**src/rtl/alu_pkg.sv**
```systemverilog
// alu_pkg: shared definitions for the Execute-stage ALU sequencer.
//   - ifun encodings accepted on the request channel
//   - sequencer state enum
//   - condition-code bit positions and reset value ({OF,SF,ZF})
package alu_pkg;

   localparam logic [3:0] FUN_ADD = 4'd0;
   localparam logic [3:0] FUN_SUB = 4'd1;
   localparam logic [3:0] FUN_AND = 4'd2;
   localparam logic [3:0] FUN_XOR = 4'd3;

   typedef enum logic [1:0] {
      IDLE = 2'd0,
      NEG  = 2'd1,
      EXEC = 2'd2,
      RESP = 2'd3
   } state_t;

   localparam int CC_ZF = 0;
   localparam int CC_SF = 1;
   localparam int CC_OF = 2;

   localparam logic [2:0] CC_RST_VAL = 3'b001;

endpackage

```
**src/rtl/alu_seq_ctrl.sv**
```systemverilog
// alu_seq_ctrl: sequences one ALU op per request through the shared
// ripple adder (carry-in tied 0), owns the condition-code register and
// returns the result on a valid/ready response channel.
//
// Ports:
//   clk, rst_n                 clock, synchronous active-low reset
//   req_valid/req_ready        request handshake (ready only in IDLE)
//   req_fun/req_a/req_b        ifun and operands
//   req_set_cc                 write cc when the op completes
//   rsp_valid/rsp_ready        response handshake
//   rsp_result/rsp_err         result, illegal-ifun flag
//   cc                         {OF,SF,ZF}
//   add_a/add_b                shared adder operands (0 when unused)
//   add_out/add_cf             shared adder sum and {OF,SF,ZF}
//
// state | meaning
// ------+-----------------------------------------------------------
// IDLE  | ready for a request; adder idle
// NEG   | SUB only: adder forms ~b + 1
// EXEC  | adder (or local logic) forms the result; registered on exit
// RESP  | response held until rsp_ready
module alu_seq_ctrl
   import alu_pkg::*;
#(
   parameter int         W      = 64,
   parameter logic [2:0] CC_RST = CC_RST_VAL
) (
   input  logic         clk,
   input  logic         rst_n,
   input  logic         req_valid,
   output logic         req_ready,
   input  logic [3:0]   req_fun,
   input  logic [W-1:0] req_a,
   input  logic [W-1:0] req_b,
   input  logic         req_set_cc,
   output logic         rsp_valid,
   input  logic         rsp_ready,
   output logic [W-1:0] rsp_result,
   output logic         rsp_err,
   output logic [2:0]   cc,
   output logic [W-1:0] add_a,
   output logic [W-1:0] add_b,
   input  logic [W-1:0] add_out,
   input  logic [2:0]   add_cf
);

   state_t         state;
   logic [3:0]     fun_q;
   logic [W-1:0]   a_q;
   logic [W-1:0]   b_q;
   logic           set_cc_q;

   logic [W-1:0]   exec_res;
   logic [2:0]     exec_flags;
   logic           exec_err;

   // Result and flags as seen during EXEC.
   always_comb begin
      exec_res   = '0;
      exec_flags = '0;
      exec_err   = 1'b0;
      case (fun_q)
         FUN_ADD: begin
            exec_res   = add_out;
            exec_flags = add_cf;
         end
         FUN_SUB: begin
            exec_res          = add_out;
            exec_flags[CC_ZF] = add_cf[CC_ZF];
            exec_flags[CC_SF] = add_cf[CC_SF];
            // The adder's OF is wrong when b is the most negative value
            // (its negation wraps), so derive OF from the a - b signs.
            exec_flags[CC_OF] = (a_q[W-1] != b_q[W-1]) && (add_out[W-1] != a_q[W-1]);
         end
         FUN_AND, FUN_XOR: begin
            exec_res          = (fun_q == FUN_AND) ? (a_q & b_q) : (a_q ^ b_q);
            exec_flags[CC_ZF] = (exec_res == '0);
            exec_flags[CC_SF] = exec_res[W-1];
         end
         default: exec_err = 1'b1;
      endcase
   end

   always_ff @(posedge clk) begin
      if (!rst_n) begin
         state      <= IDLE;
         req_ready  <= 1'b1;
         rsp_valid  <= 1'b0;
         rsp_err    <= 1'b0;
         rsp_result <= '0;
         cc         <= CC_RST;
         add_a      <= '0;
         add_b      <= '0;
         fun_q      <= '0;
         a_q        <= '0;
         b_q        <= '0;
         set_cc_q   <= 1'b0;
      end else begin
         case (state)
            IDLE: begin
               if (req_valid) begin
                  fun_q     <= req_fun;
                  a_q       <= req_a;
                  b_q       <= req_b;
                  set_cc_q  <= req_set_cc;
                  req_ready <= 1'b0;
                  if (req_fun == FUN_SUB) begin
                     state <= NEG;
                     add_a <= ~req_b;
                     add_b <= {{(W-1){1'b0}}, 1'b1};
                  end else begin
                     state <= EXEC;
                     if (req_fun == FUN_ADD) begin
                        add_a <= req_a;
                        add_b <= req_b;
                     end else begin
                        add_a <= '0;
                        add_b <= '0;
                     end
                  end
               end
            end
            NEG: begin
               // add_b doubles as the negated-b register for the add pass.
               add_a <= a_q;
               add_b <= add_out;
               state <= EXEC;
            end
            EXEC: begin
               rsp_result <= exec_res;
               rsp_err    <= exec_err;
               rsp_valid  <= 1'b1;
               if (set_cc_q && !exec_err) begin
                  cc <= exec_flags;
               end
               add_a <= '0;
               add_b <= '0;
               state <= RESP;
            end
            RESP: begin
               if (rsp_ready) begin
                  rsp_valid <= 1'b0;
                  req_ready <= 1'b1;
                  state     <= IDLE;
               end
            end
            default: state <= IDLE;
         endcase
      end
   end

endmodule
```
**config.mk**
```make
export PLATFORM = sky130hd
export DESIGN_NAME = alu_seq_ctrl
export DESIGN_NICKNAME = d
export VERILOG_FILES = /design/src/rtl/alu_pkg.sv /design/src/rtl/alu_seq_ctrl.sv
export SDC_FILE = /design/constraint.sdc
export NUM_CORES = 1
export LEC_CHECK = 0
export CORE_MARGIN = 3
export CORE_UTILIZATION = 54
export DETAILED_ROUTE_END_ITERATION = 16
export PLACE_DENSITY = 0.86
export SLEW_MARGIN = 20
export SYNTH_ARGS = -nofsm -noshare
export SYNTH_HDL_FRONTEND = slang
export SYNTH_SLANG_ARGS = --single-unit
```
**constraint.sdc**
```tcl
create_clock -name clk -period 5.3 [get_ports clk]
set_input_delay 0.53 -clock clk [delete_from_list [all_inputs] [get_ports clk]]
set_output_delay 0.53 -clock clk [all_outputs]
set_load 0.1 [all_outputs]
```
## Word level (Yosys, flattened, before mapping)

Cells that the tools add are included.
W data, S select, Z words.

| word-level totals | value |
|---|---|
| register bits after elaboration | 333 |
| bits of input ports | 204 |

| operators by class | value |
|---|---|
| equal/unequal tests | 11 |
| mux-type cells | 22 |
| bitwise gates (word level) | 3 |
| reductions and logical operators | 18 |

Operators with widths:

| kind | number |
|---|---|
| $mux W64 | 7 |
| $pmux W64 S3 | 2 |
| $pmux W64 S2 | 1 |
| $and A64 B64 Y64 | 1 |
| $logic_not A64 Y1 | 1 |
| $not A64 Y64 | 1 |
| $xor A64 B64 Y64 | 1 |
| $reduce_and A2 Y1 | 5 |
| $eq A4 B1 Y1 const B | 2 |
| $eq A4 B2 Y1 const B | 2 |
| $logic_not A4 Y1 | 2 |
| $pmux W2 S4 | 1 |
| $mux W2 | 3 |
| $pmux W1 S2 | 3 |
| $eq A2 B2 Y1 const B | 2 |
| $mux W1 | 4 |
| $ne A2 B2 Y1 const B | 2 |
| $pmux W2 S2 | 1 |
| $reduce_bool A2 Y1 | 2 |
| $reduce_or A2 Y1 | 2 |
| $reduce_or A4 Y1 | 1 |
| $reduce_and A3 Y1 | 1 |
| $reduce_bool A3 Y1 | 1 |
| $eq A2 B1 Y1 const B | 1 |
| 3 further kinds | 5 |

## Depth between registers and ports, before layout

| depth | value |
|---|---|
| depth in word-level cells | 5 |
| mapped depth | 9 |
| mapped depth without buffers | 7 |

## Worst setup path after synthesis

Ideal clock, no wire load.

| path | value |
|---|---|
| path type | register to register |
| start | register state[0] |
| end | register add_a[34] |
| setup time | 0.080 ns |
| data arrival time | 1.687 ns |
| required time | 5.220 ns |
| path slack | 3.533 ns |
| stages on the path, launching flop included | 8 |
| path buffers | 2 |
| clock period less this slack | 1.767 ns |
| cells stage by stage | dfxtp_1 -> inv_1 -> ha_1 -> and2_1 -> clkbuf_1 -> buf_1 -> a221oi_1 -> nor3b_1 |

| between the ends | value |
|---|---|
| longest elaborated chain between the ends | 3 |
| elaborated cells on any way between the ends | 7 |

Ends and longest elaborated chain:

| item | RTL line | source |
|---|---|---|
| start: declaration | alu_seq_ctrl.sv:47 | `state_t state;` |
| start signal: assignment | alu_seq_ctrl.sv:86 | `state <= IDLE;` |
| start signal: assignment | alu_seq_ctrl.sv:108 | `state <= NEG;` |
| start signal: assignment | alu_seq_ctrl.sv:112 | `state <= EXEC;` |
| $eq A2 B2 Y1 (tied with other cells) | alu_seq_ctrl.sv:99 | `case (state)` |
| $reduce_bool A3 Y1 (no source line) or $ne A2 B2 Y1 (tied branches) | n/a |  |
| $reduce_and A2 Y1 (no source line) | n/a |  |
| end signal: assignment | alu_seq_ctrl.sv:109 | `add_a <= ~req_b;` |
| end signal: assignment | alu_seq_ctrl.sv:114 | `add_a <= req_a;` |
| end signal: assignment | alu_seq_ctrl.sv:125 | `add_a <= a_q;` |
| end: declaration | alu_seq_ctrl.sv:41 | `output logic [W-1:0] add_a,` |

Parallel ways exist; a longest one is shown, timed or not.
A chain may end at the register's enable or synchronous reset.

## Worst setup path in the final report

| path | value |
|---|---|
| start | register state[0] |
| end | register add_b[44] |

| between the ends | value |
|---|---|
| longest elaborated chain between the ends | 3 |
| elaborated cells on any way between the ends | 7 |

Ends and longest elaborated chain:

| item | RTL line | source |
|---|---|---|
| $eq A2 B2 Y1 (tied with other cells) | alu_seq_ctrl.sv:99 |  |
| $reduce_bool A3 Y1 (no source line) or $ne A2 B2 Y1 (tied branches) | n/a |  |
| $reduce_and A2 Y1 (no source line) | n/a |  |
| end signal: assignment | alu_seq_ctrl.sv:110 | `add_b <= {{(W-1){1'b0}}, 1'b1};` |
| end signal: assignment | alu_seq_ctrl.sv:115 | `add_b <= req_b;` |
| end signal: assignment | alu_seq_ctrl.sv:126 | `add_b <= add_out;` |
| end: declaration | alu_seq_ctrl.sv:42 | `output logic [W-1:0] add_b,` |

Parallel ways exist; a longest one is shown, timed or not.

==> results.tsv <==
stage	metric	value	unit
timing	clock-skew-final	0.0159	ns
route	num_vias	16174	
timing	period_share	57.5	%
clocking	clock-sinks	333	
run	cap_violations	0	
timing	finalCriticalPeriod	3.05	ns
synthesis	synth_seq_cells	333	
synthesis	yosys.area_share.simple	19.7	%
timing	hold_ws	0.466	ns
placement	dpl.hpwl	38.7	mm
setup_path	path_delay_family	simple AND/OR/NAND/NOR gates	
setup_path	reg2reg_to	add_b[44]$_SDFFE_PN0P_	
route	drtPass1Iterations	8	
die	io_pins	402	
clocking	cts_tree	done	
hold_path	min_from	cc[1]$_SDFFE_PN0P_	
route	route.detailed.drc	0	
hold_path	hold_end	cc[1]$_SDFFE_PN0P_	
placement	placed_cell_area	20600	µm²
setup_path	crit_path_end_kind	flop	
synthesis	avgSynthCellArea	8.71	µm²
clocking	cts-buffers-inserted	36	
synthesis	synth.yosys.warnings	0	
clocking	cts_max_path_buffers	3	
setup_path	arrival	3.46	ns
timing	finalSetupViolCount	0	
synthesis	syn_area	16600	µm²
setup_path	rr_startpoint	state[0]$_SDFFE_PN0P_	
synthesis	synth_mux_area_share	8.43	%
power	ir_drop	0.000484	V
timing	worst_slew_pin_slew	1.11	ns
route	wl	58.8	mm
die	coreArea	30000	µm²
global_route	antenna_found_initial	5	
power	power_density	688	nW/µm²
synthesis	synth_cell_type_count	38	
placement	routabilityCongestion	0.861	
synthesis	synth_compound_area_share	19.0	%
route	wl_per_cell	22.5	µm
run_status	status	completed	
setup_path	critPathLaunchType	flop	
route	ant_nets	0	
synthesis	synth_xor_xnor_area_share	0.0529	%
power	power	15.0	mW
layout	nets	2467	
clocking	clock_latency	0.51	ns
setup_path	cp_slowest_cell	buf_4	
synthesis	synth_top_family_by_area	simple AND/OR/NAND/NOR gates	
clocking	clk_transition_reported_paths	0.06	ns
clocking	cts_hold_buffers	0	
global_route	grt_remaining_overflow	0	
die	initial_core_util	55.3	%
die	num_rows	63	
setup_path	crit_type	flop to flop	
die	die_h	181	µm
synthesis	synthAdderAreaFrac	5.13	%
route	drtIter0Drc	1772	
clocking	post-cts-setup-buffers	0	
timing	tns	0	ns
synthesis	syn_inst	1903	
setup_path	critPathMaxStageDelay	0.68	ns
global_route	grt_start_max_net_pins	149	
timing	hold_viol_final	0	
setup_path	required	5.72	ns
layout	fin_util	72.6	%
global_route	grt_first_pass_wirelength	90.4	mm
timing	fmax	328	MHz
setup_path	cp_max_fo	57	
power	power_leakage	8.61	nW
setup_path	worst-path-buf-inv	2	
clocking	htree_levels	2	
route	viasPerCell	6.19	
timing	rsz0062_at_grt	no	
setup_path	ff2ff_setup_slack	2.25	ns
clocking	cts_root_buffer	clkbuf_16	
synthesis	syn_nets	2175	
global_route	groute.usage.overall	33.9	%
hold_path	hold_class	flop to flop	
synthesis	ys_seq_area_share	40.2	%
setup_path	path_cells	inv_1, ha_1, nand2_4, o21ai_4, buf_4, nor2_1, nor3b_1	
hold_path	worstHoldPathCells	2	
global_route	first_global_vias	15902	
layout	drive_above_1_share	6.72	%
placement	port_buffers	401	
timing	relSlewSlack	25.5	%
timing	maxSlewViolCount	0	
layout	area_delta_synth_final	31.2	%
die	dieArea	32800	µm²
layout	fin_area	21700	µm²
die	dieWidth	181	µm
clocking	cts_resized	0	
setup_path	r2r_cells	7	
[metal layers]
layer | wire, µm | global-route usage, % | part of all wire, % | up-vias
met5 | 0 | 0 | 0 | -
met4 | 2960 | 15.7 | 5.0 | 0
met3 | 5950 | 6.66 | 10 | 203
met2 | 27500 | 55.9 | 47 | 969
met1 | 22300 | 42.8 | 38 | 7688
li1 | - | - | - | 7314
[cell usage in the layout, fill, tap and decap left out, types with 6 or more instances in the layout]
| cell | netlist | layout |
|---|---|---|
| a21oi_1 | 11 | 10 |
| a221oi_1 | 127 | 127 |
| clkbuf_16 | 0 | 37 |
| a21boi_0 | 133 | 133 |
| nor4_1 | 30 | 29 |
| mux2_2 | 64 | 64 |
| ha_1 | 68 | 67 |
| dfxtp_1 | 333 | 332 |
| clkbuf_8 | 0 | 6 |
| a22oi_1 | 65 | 65 |
| inv_1 | 134 | 134 |
| and2_1 | 66 | 64 |
| buf_4 | 8 | 18 |
| nand4_1 | 7 | 7 |
| nor2_1 | 137 | 137 |
| nor3b_1 | 128 | 128 |
| mux2i_1 | 66 | 66 |
| o22ai_1 | 64 | 64 |
| clkbuf_1 | 87 | 11 |
| nand2_1 | 273 | 271 |
| clkdlybuf4s50_1 | 0 | 399 |
[area by class of cell]
class	instances	area, µm²
clock buffers	54	1050
clock inverters	7	113
flip-flops and latches	333	6670
multi-input cells	1270	8740
diodes	5	12.5
repair buffers	420	4180
fillers	2217	8210
inverters	134	503
well taps	390	488
[worst max path at each step]
stage	startpoint	to	slack [ns]	cells after the start
detailed placement	req_valid	add_a[57]$_SDFFE_PN0P_	1.97	6
CTS	state[0]$_SDFFE_PN0P_	add_b[49]$_SDFFE_PN0P_	2.16	7
global placement	req_valid	add_a[49]$_SDFFE_PN0P_	2.05	6
floorplan	state[0]$_SDFFE_PN0P_	add_a[34]$_SDFFE_PN0P_	3.53	7
global route	state[1]$_SDFFE_PN0P_	add_b[49]$_SDFFE_PN0P_	2.07	7
finish	state[0]$_SDFFE_PN0P_	add_b[44]$_SDFFE_PN0P_	2.25	7
[sequential cells by signal (all words and copies together), names as in the netlist]
register / cells
a_q: 64
add_a: 64
add_b: 64
b_q: 64
rsp_result: 64
fun_q: 4
cc: 3
state: 2
req_ready: 1
rsp_err: 1
rsp_valid: 1
set_cc_q: 1
[Yosys cell counts (all sizes together)]
master / instances / area share, %
a21boi: 134 / 6.1
o2111ai: 1 / 0.053
nand4: 7 / 0.26
dfxtp: 333 / 40
inv: 134 / 3.0
nor2: 137 / 3.1
a2111o: 1 / 0.068
mux2: 65 / 4.4
mux2i: 66 / 4.0
ha: 68 / 5.1
a21oi: 11 / 0.33
a221oi: 127 / 6.7
nand4b: 1 / 0.053
and2: 66 / 2.5
a31oi: 1 / 0.038
a211o: 1 / 0.053
and2b: 1 / 0.060
buf: 79 / 2.5
clkbuf: 87 / 2.0
nor3: 6 / 0.21
o21ai: 7 / 0.21
nor4: 30 / 1.1
nor2b: 6 / 0.23
o22ai: 64 / 2.4
o311a: 1 / 0.060
nand2: 273 / 6.2
a22oi: 65 / 2.9
nor4b: 1 / 0.053
xor2: 1 / 0.053
nor3b: 129 / 5.9
[per-stage QoR]
step / setup WS (ns) / std cells
6_report: 2.25 / 2613
3_3_place_gp: 2.05 / 2546
3_5_place_dp: 1.97 / 2546
4_1_cts: 2.16 / 2607
5_1_grt: 2.07 / 2613
2_1_floorplan: 3.53 / 1903
[worst reg2reg max path: stages (launching register included)]
cell     delay (ns)
dfxtp_1        0.34
inv_1          0.13
ha_1           0.38
nand2_4        0.45
o21ai_4        0.57
buf_4          0.70
nor2_1         0.15
nor3b_1        0.24
[logic make-up (layout without fill, tap and decap cells)]
logic type,count (synthesis),after routing
AND/OR/NAND/NOR,657,657
AO/OA/AOI/OAI,413,413
flip-flops,333,333
buffers and inverters,300,615
multiplexers,131,131
adder cells (fa/ha/maj),68,68
XOR/XNOR,1,1
other,0,5
[report_power, final]
group	switching, mW	internal (mW)	leakage [nW]	total, mW
Sequential	0.520	3.23	2.73	3.75
Clock	1.01	1.51	0.566	2.52
Combinational	6.44	2.25	5.32	8.69
Total	7.97	6.99	8.61	15.0
Note: power is estimated with default switching activity, not from simulation.
